--- src/rtl/mul_pkg.sv ---
// -----------------------------------------------------------------------------
// mul_pkg
// Shared definitions for the digit-serial multiplier and its 2x2 digit core.
//   DIGIT_W : width of one operand digit (2 bits)
//   DP_W    : width of one digit product (4 bits, enough for 3*3 = 9)
//   state_t : control FSM states of digit_serial_mul8
// -----------------------------------------------------------------------------
package mul_pkg;

    localparam int DIGIT_W = 2;
    localparam int DP_W    = 2 * DIGIT_W;

    typedef enum logic [1:0] {
        IDLE = 2'd0,
        RUN  = 2'd1,
        DONE = 2'd2
    } state_t;

endpackage

--- src/rtl/mul2x2_core.sv ---
// -----------------------------------------------------------------------------
// mul2x2_core
// Combinational 2-bit x 2-bit unsigned digit multiplier. The port list is kept
// fixed so that alternative (e.g. approximate) digit multipliers can replace
// this exact implementation without touching the serial datapath.
//   a : input  [DIGIT_W-1:0]  multiplicand digit
//   b : input  [DIGIT_W-1:0]  multiplier digit
//   p : output [DP_W-1:0]     exact product a*b
// -----------------------------------------------------------------------------
module mul2x2_core
    import mul_pkg::*;
(
    input  logic [DIGIT_W-1:0] a,
    input  logic [DIGIT_W-1:0] b,
    output logic [DP_W-1:0]    p
);

    // Operands are widened first so the product is formed at full width.
    assign p = DP_W'(a) * DP_W'(b);

endmodule

--- src/rtl/digit_serial_mul8.sv ---
// -----------------------------------------------------------------------------
// digit_serial_mul8
// Unsigned WIDTH x WIDTH multiplier that walks every pair of 2-bit digits
// through a single 2x2 digit core, one digit product per RUN cycle, and sums
// the shifted digit products into a 2*WIDTH-bit accumulator.
// A product takes (WIDTH/2)^2 RUN cycles; operands are not queued.
//
// Ports
//   clk       : input                 clock, rising edge
//   rst       : input                 synchronous active-high reset
//   in_valid  : input                 operand pair present
//   in_ready  : output                high only in IDLE
//   a, b      : input  [WIDTH-1:0]    unsigned operands
//   out_valid : output                high only in DONE
//   out_ready : input                 consumer takes the product (DONE only)
//   p         : output [2*WIDTH-1:0]  accumulator / final product
// -----------------------------------------------------------------------------
module digit_serial_mul8
    import mul_pkg::*;
#(
    parameter int WIDTH = 8
)
(
    input  logic               clk,
    input  logic               rst,
    input  logic               in_valid,
    output logic               in_ready,
    input  logic [WIDTH-1:0]   a,
    input  logic [WIDTH-1:0]   b,
    output logic               out_valid,
    input  logic               out_ready,
    output logic [2*WIDTH-1:0] p
);

    localparam int N     = WIDTH / DIGIT_W;
    localparam int CNT_W = (N > 1) ? $clog2(N) : 1;
    localparam int ACC_W = 2 * WIDTH;
    localparam int SH_W  = CNT_W + 2;
    localparam logic [CNT_W-1:0] LAST = CNT_W'(N - 1);

    state_t             r_state;
    state_t             w_next;
    logic [WIDTH-1:0]   r_a;
    logic [WIDTH-1:0]   r_b;
    logic [ACC_W-1:0]   r_acc;
    logic [CNT_W-1:0]   r_i;
    logic [CNT_W-1:0]   r_j;

    logic               w_accept;
    logic               w_last;
    logic [DIGIT_W-1:0] w_a_dig;
    logic [DIGIT_W-1:0] w_b_dig;
    logic [DP_W-1:0]    w_dp;
    logic [SH_W-1:0]    w_sh;
    logic [ACC_W-1:0]   w_term;

    // Digit k sits at bit 2k, so shifting right by {k,0} brings it to the LSBs.
    assign w_a_dig = DIGIT_W'(r_a >> {r_i, 1'b0});
    assign w_b_dig = DIGIT_W'(r_b >> {r_j, 1'b0});

    mul2x2_core u_core (
        .a (w_a_dig),
        .b (w_b_dig),
        .p (w_dp)
    );

    // Weight of digit product (i,j) is 4^(i+j) = 1 << 2*(i+j). The extra MSB
    // on the sum keeps i+j from wrapping before the doubling.
    assign w_sh   = {({1'b0, r_i} + {1'b0, r_j}), 1'b0};
    assign w_term = {{(ACC_W-DP_W){1'b0}}, w_dp} << w_sh;

    assign w_last = (r_i == LAST) && (r_j == LAST);

    assign p = r_acc;

    always_comb begin
        w_next    = r_state;
        in_ready  = 1'b0;
        out_valid = 1'b0;
        w_accept  = 1'b0;
        case (r_state)
            IDLE: begin
                in_ready = 1'b1;
                if (in_valid) begin
                    w_accept = 1'b1;
                    w_next   = RUN;
                end
            end
            RUN: begin
                if (w_last) begin
                    w_next = DONE;
                end
            end
            DONE: begin
                // out_ready is only looked at here, so a DONE entered with
                // out_ready already high still shows for one full cycle.
                out_valid = 1'b1;
                if (out_ready) begin
                    w_next = IDLE;
                end
            end
            default: begin
                w_next = IDLE;
            end
        endcase
    end

    always_ff @(posedge clk) begin
        if (rst) begin
            r_state <= IDLE;
        end else begin
            r_state <= w_next;
        end
    end

    // Operand registers carry no reset: they are only read in RUN, which can
    // only be reached through an accept that loads them.
    always_ff @(posedge clk) begin
        if (w_accept && !rst) begin
            r_a <= a;
            r_b <= b;
        end
    end

    always_ff @(posedge clk) begin
        if (rst) begin
            r_acc <= '0;
            r_i   <= '0;
            r_j   <= '0;
        end else if (w_accept) begin
            r_acc <= '0;
            r_i   <= '0;
            r_j   <= '0;
        end else if (r_state == RUN) begin
            // Sum of all weighted digit products is exactly a*b < 2^ACC_W,
            // so the accumulator never overflows.
            r_acc <= r_acc + w_term;
            if (r_j == LAST) begin
                r_j <= '0;
                r_i <= r_i + 1'b1;
            end else begin
                r_j <= r_j + 1'b1;
            end
        end
    end

endmodule

--- config.mk ---
export PLATFORM = sky130hd
export DESIGN_NAME = digit_serial_mul8
export DESIGN_NICKNAME = d
export VERILOG_FILES = /design/src/rtl/mul_pkg.sv /design/src/rtl/mul2x2_core.sv /design/src/rtl/digit_serial_mul8.sv
export SDC_FILE = /design/constraint.sdc
export NUM_CORES = 1
export LEC_CHECK = 0
export CORE_ASPECT_RATIO = 0.7
export CORE_MARGIN = 10
export CORE_UTILIZATION = 45
export DETAILED_ROUTE_END_ITERATION = 10
export MAX_ROUTING_LAYER = met4
export PLACE_DENSITY = 0.71
export SLEW_MARGIN = 20
export SYNTH_ARGS = -nofsm -noshare
export SYNTH_HDL_FRONTEND = slang
export SYNTH_SLANG_ARGS = --single-unit
--- constraint.sdc ---
create_clock -name clk -period 4.5 [get_ports clk]
set_input_delay 0.9 -clock clk [delete_from_list [all_inputs] [get_ports clk]]
set_output_delay 0.9 -clock clk [all_outputs]
set_load 0.02 [all_outputs]
After elaboration in Yosys (flattened, before gate mapping). Cells that the tools add are included.

Add/sub/neg operators: 4. Multiply operators: 1. Div/mod/pow operators: 0. Order comparisons: 0. Equal/unequal tests: 7. Shift operators: 3. Multiplexer cells: 9. Bitwise gates (word level): 0. Reductions and logical operators: 7.

Operators by type and width (count): $add 16x16->16 (1); $shl 4x4->16 (1); $shr 8x3->2 (2); $mux 2 (4); $eq 2x2->1 const B (3); $ne 2x2->1 const B (3); $pmux 2 s3 (1); $add 2x1->2 const B (2); $mul 2x2->4 (1); $mux 1 (4); $add 2x2->3 (1); $reduce_and 3->1 (1); $eq 2x1->1 const B (1); $logic_and 1x1->1 (2); $logic_not 2->1 (1); $reduce_and 2->1 (1); $reduce_or 2->1 (1); $logic_not 1->1 (1).

Register bits: 38. Latch bits: 0. Memory bits (writable): 0. ROM bits: 0. Input bits: 20. Output and inout port bits: 18. Memories: 0.

Logic depth before layout (Yosys ltp).
Depth after elaboration: 4. Depth in mapped cells: 15.

Cells and area by module. Synthesis repeated with hierarchy kept, for this count alone.

Cell total of the unflattened synthesis: 276. Area total of the unflattened synthesis: 2492.4 µm².

Modules (own cells, without submodules): digit_serial_mul8 (times used 1, cells an instance 270, area each 2442.3 µm²); mul2x2_core (times used 1, cells an instance 6, area each 50.0 µm²).

Worst setup path after synthesis. OpenSTA, ideal clock, no wires.

Path kind: flip-flop to flip-flop. Start: register r_i[0]. End: register r_acc[15] (netlist: p[15]). Arrival: 3501 ps. Required time: 4381 ps. Path slack: 880 ps. Cell stages (with the launch flop): 15. Path buffers: 1. Path through: dfxtp_1 mux4_2 and2_1 ha_1 ha_1 nor2b_1 a31oi_1 nor2_1 ha_1 clkbuf_1 nand4_4 o31ai_4 o22ai_2 mux2_4 mux2i_1.

Cells in the longest elaborated chain, start to end: 4. Elaborated cells between the ends (all ways): 5.

Ends and longest elaborated chain: start: declaration (RTL line digit_serial_mul8.sv:46) `logic [CNT_W-1:0] r_i;`; start signal: assignment (RTL line digit_serial_mul8.sv:140) `r_i <= r_i + 1'b1;`; $shr 8x3->2 (RTL line digit_serial_mul8.sv:58) `assign w_a_dig = DIGIT_W'(r_a >> {r_i, 1'b0});`; $mul 2x2->4 (RTL line mul2x2_core.sv:19) `assign p = DP_W'(a) * DP_W'(b);`; $shl 4x4->16 * (RTL line digit_serial_mul8.sv:70) `assign w_term = {{(ACC_W-DP_W){1'b0}}, w_dp} << w_sh;`; $add 16x16->16 * (RTL line digit_serial_mul8.sv:137) `r_acc <= r_acc + w_term;`; end signal: assignment (RTL line digit_serial_mul8.sv:137); end: declaration (RTL line digit_serial_mul8.sv:45) `logic [ACC_W-1:0] r_acc;`.

Mark *: on every way between the ends. The rest lies on a longest branch, timed or not. A chain may end at the register's enable or synchronous reset.

Worst setup path after layout.
Start: register r_i[0]. End: register r_acc[14] (netlist: p[14]).

The elaborated chain is that of the path after synthesis.

==> metrics.txt <==
result of the run completed; final max-slew violation count 0; power per unit of standard cell area 230 nW/um^2; fin util 0.564; routability-driven placement congestion ratio 0.891; area grow syn2layout 21.4%; setup violation total in the final timing report 0; clk slew on worst S/H paths 70 ps; Post-synth top flop sky130_fd_sc_hd__dfxtp_1; initial antenna violation count 0; # placed instances 363; starting density of the core 0.464; cell at the root of the clock tree sky130_fd_sc_hd__clkbuf_8; clk_skew 6.32 ps; die outline height 81.5 um; pin count of the biggest net entering global routing 24; maximum fanout count along the critical path 5; startpoint type of the worst setup path flop; number of nets in the final layout 341; Synth warnings 0; fillcell total 494; input/output buffers 37; R2R Path Start r_i[0]; final routed DRC violation total 0; flops & latches, synth 38; CP endpoint kind flop; sequential area share after synthesis 0.379; vias 1,981; number of max-cap violations 0; detailed placement HPWL 4.15 mm; cell area after synthesis 2430 um^2; number of gates resized after CTS 0; horizontal die dimension 108 um; aggregate global-route resource usage 0.137; worst vdd ir 0.155 mV; PnR worst setup slack 404 ps; residual overflow from global routing 0; path type of the worst setup path flop to flop; area of the die 8780 um^2; antenna cells 0; antenna violation net count after detailed routing 0; number of design-rule violations left by the first detailed-router iteration 123; TritonCTS clock tree yes; worst min-delay path startpoint p[15]; launching instance or port of the critical path r_i[0]; count of unique library cells instantiated by Yosys 48; number of standard cells after synthesis 261; final critical delay including setup and external delays 4100 ps; total power 0.679 mW; Net Count, Synth 304; standby leakage power 1.12 nW; arrival time worst endpoint 4270 ps; most common cell after layout, fill and taps aside sky130_fd_sc_hd__clkdlybuf4s50_1; hold violation total from the final report 0; routed wire length 5.52 mm; count of non-filler cells in the finished layout 371; Worst Max-Slew Pin Slew 952 ps; Slew headroom 0.366; H-tree levels 2; final setup TNS 0 ps; # rows 22; worst-case clock buffer depth 2; number of buffers inserted during clock tree synthesis 5; Final period util 0.910; kind of path behind the tightest hold check flop to flop; global-route wire length before repair 9.29 mm; clock sinks 38; average wire per cell in the routed design 14.9 um; number of primary I/O pins 38; Floorplan Core Area 5230 um^2; fraction of final layout cells sized beyond drive strength 1 0.0736; required arrival time at the worst endpoint 4680 ps; number of iterations in the first detailed-routing pass 6; number of hold-repair buffers added at the cts stage 0; Place WS 503 ps; number of buffers added for setup after CTS 0; post-DR vias/cell 5.34; clock insertion delay at the later pin of the skew report 290 ps; share of synthesized registers carrying an async set or reset 0; fmax 244 MHz; mean post-synth cell area 9.30 um^2; unrepaired setup endpoints after global routing false; EDFF count, synth 16; number of global-route vias before repair 1,901; commonest cells after routing, fill and taps aside 37 x sky130_fd_sc_hd__clkdlybuf4s50_1, 30 x sky130_fd_sc_hd__nor2_1, 28 x sky130_fd_sc_hd__nand2_1, 24 x sky130_fd_sc_hd__a21oi_1, 22 x sky130_fd_sc_hd__dfxtp_1
## Yosys cell counts (2+ instances only)
library cell | number | area share
sky130_fd_sc_hd__a211oi_1 | 3 | 0.0093
sky130_fd_sc_hd__a21boi_0 | 2 | 0.0062
sky130_fd_sc_hd__a21oi_1 | 24 | 0.049
sky130_fd_sc_hd__a31oi_1 | 3 | 0.0077
sky130_fd_sc_hd__and2_1 | 4 | 0.010
sky130_fd_sc_hd__clkbuf_1 | 7 | 0.011
sky130_fd_sc_hd__dfxtp_1 | 22 | 0.18
sky130_fd_sc_hd__edfxtp_1 | 16 | 0.20
sky130_fd_sc_hd__fa_1 | 2 | 0.016
sky130_fd_sc_hd__ha_1 | 21 | 0.11
sky130_fd_sc_hd__inv_1 | 9 | 0.014
sky130_fd_sc_hd__mux2i_1 | 2 | 0.0082
sky130_fd_sc_hd__mux4_2 | 4 | 0.037
sky130_fd_sc_hd__nand2_1 | 28 | 0.043
sky130_fd_sc_hd__nand2b_1 | 7 | 0.018
sky130_fd_sc_hd__nand3_1 | 7 | 0.014
sky130_fd_sc_hd__nand3b_1 | 2 | 0.0062
sky130_fd_sc_hd__nor2_1 | 30 | 0.046
sky130_fd_sc_hd__nor2b_1 | 6 | 0.015
sky130_fd_sc_hd__nor3_1 | 4 | 0.0082
sky130_fd_sc_hd__o211ai_1 | 4 | 0.012
sky130_fd_sc_hd__o21a_1 | 4 | 0.012
sky130_fd_sc_hd__o21ai_0 | 12 | 0.025
sky130_fd_sc_hd__o21bai_1 | 3 | 0.0093
sky130_fd_sc_hd__o22ai_1 | 2 | 0.0052
sky130_fd_sc_hd__or2_2 | 3 | 0.0077
sky130_fd_sc_hd__xnor2_1 | 5 | 0.018
sky130_fd_sc_hd__xor2_1 | 5 | 0.018
## kinds of logic after synthesis
| kind of cell | count (synthesis) | share of synthesized area |
|---|---|---|
| adders and majority gates | 23 | 0.125 |
| xor gates and xnor gates | 10 | 0.0361 |
| buffers and inverters | 18 | 0.0288 |
| muxes | 7 | 0.0515 |
| and+or+nand+nor | 97 | 0.194 |
| DFF | 38 | 0.379 |
| AOI/OAI and AO/OA | 68 | 0.186 |
## layer usage
layer  part of all wire  global-route usage  up-vias
met5                  0                   -        -
met2               0.37               0.178       60
met1               0.55               0.201      896
li1                   -                   -     1021
met4             0.0058              0.0359        0
met3              0.075              0.0360        4
## area by class of cell
cell class / count / area, um^2 / area share
multi-input combinational: 205 / 1440 / 0.487
sequential: 38 / 921 / 0.312
timing repair buffer: 39 / 385 / 0.131
tap: 72 / 90.1 / 0.0305
clock buffer: 6 / 72.6 / 0.0246
inverter: 9 / 33.8 / 0.0115
clock inverter: 2 / 8.76 / 0.00297
## worst max-delay path, stage by stage, from the launching register on
cell	delay [ps]
sky130_fd_sc_hd__dfxtp_1	470
sky130_fd_sc_hd__mux4_2	600
sky130_fd_sc_hd__and2_1	170
sky130_fd_sc_hd__ha_1	190
sky130_fd_sc_hd__ha_1	300
sky130_fd_sc_hd__nor2b_1	140
sky130_fd_sc_hd__a31oi_1	340
sky130_fd_sc_hd__nor2_1	80
sky130_fd_sc_hd__ha_1	330
sky130_fd_sc_hd__nor2b_1	170
sky130_fd_sc_hd__o31a_2	320
sky130_fd_sc_hd__o311ai_1	410
sky130_fd_sc_hd__o311a_1	250
sky130_fd_sc_hd__nor3_1	50
sky130_fd_sc_hd__nand3b_1	140
## worst paths after layout
check / to / slack [ps] / cells past startpoint
max reg2reg: p[14] / 400 / 14
max: p[14] / 400 / 14
min: p[15] / 470 / 2
min reg2reg: p[15] / 470 / 2
## flip-flops by register name (all words and copies together), names as in the netlist
name / cells
r_a: 8
r_j: 2
r_state: 2
r_b: 8
r_i: 2
p: 16
## per-stage QoR
step                      hold slack (ps)  area, um^2
after global routing                  496        2950
after floorplan                       449        2430
after global placement                449        2870
final                                 474        2950
after detailed placement              466        2870
after CTS                             478        2950
## power by group
part           internal (mW)  switching, mW  total, mW
Sequential             0.368        0.00504      0.373
Clock                  0.106          0.116      0.223
Combinational         0.0382         0.0449     0.0830
No activity file was read; power rests on OpenSTA's default activity.
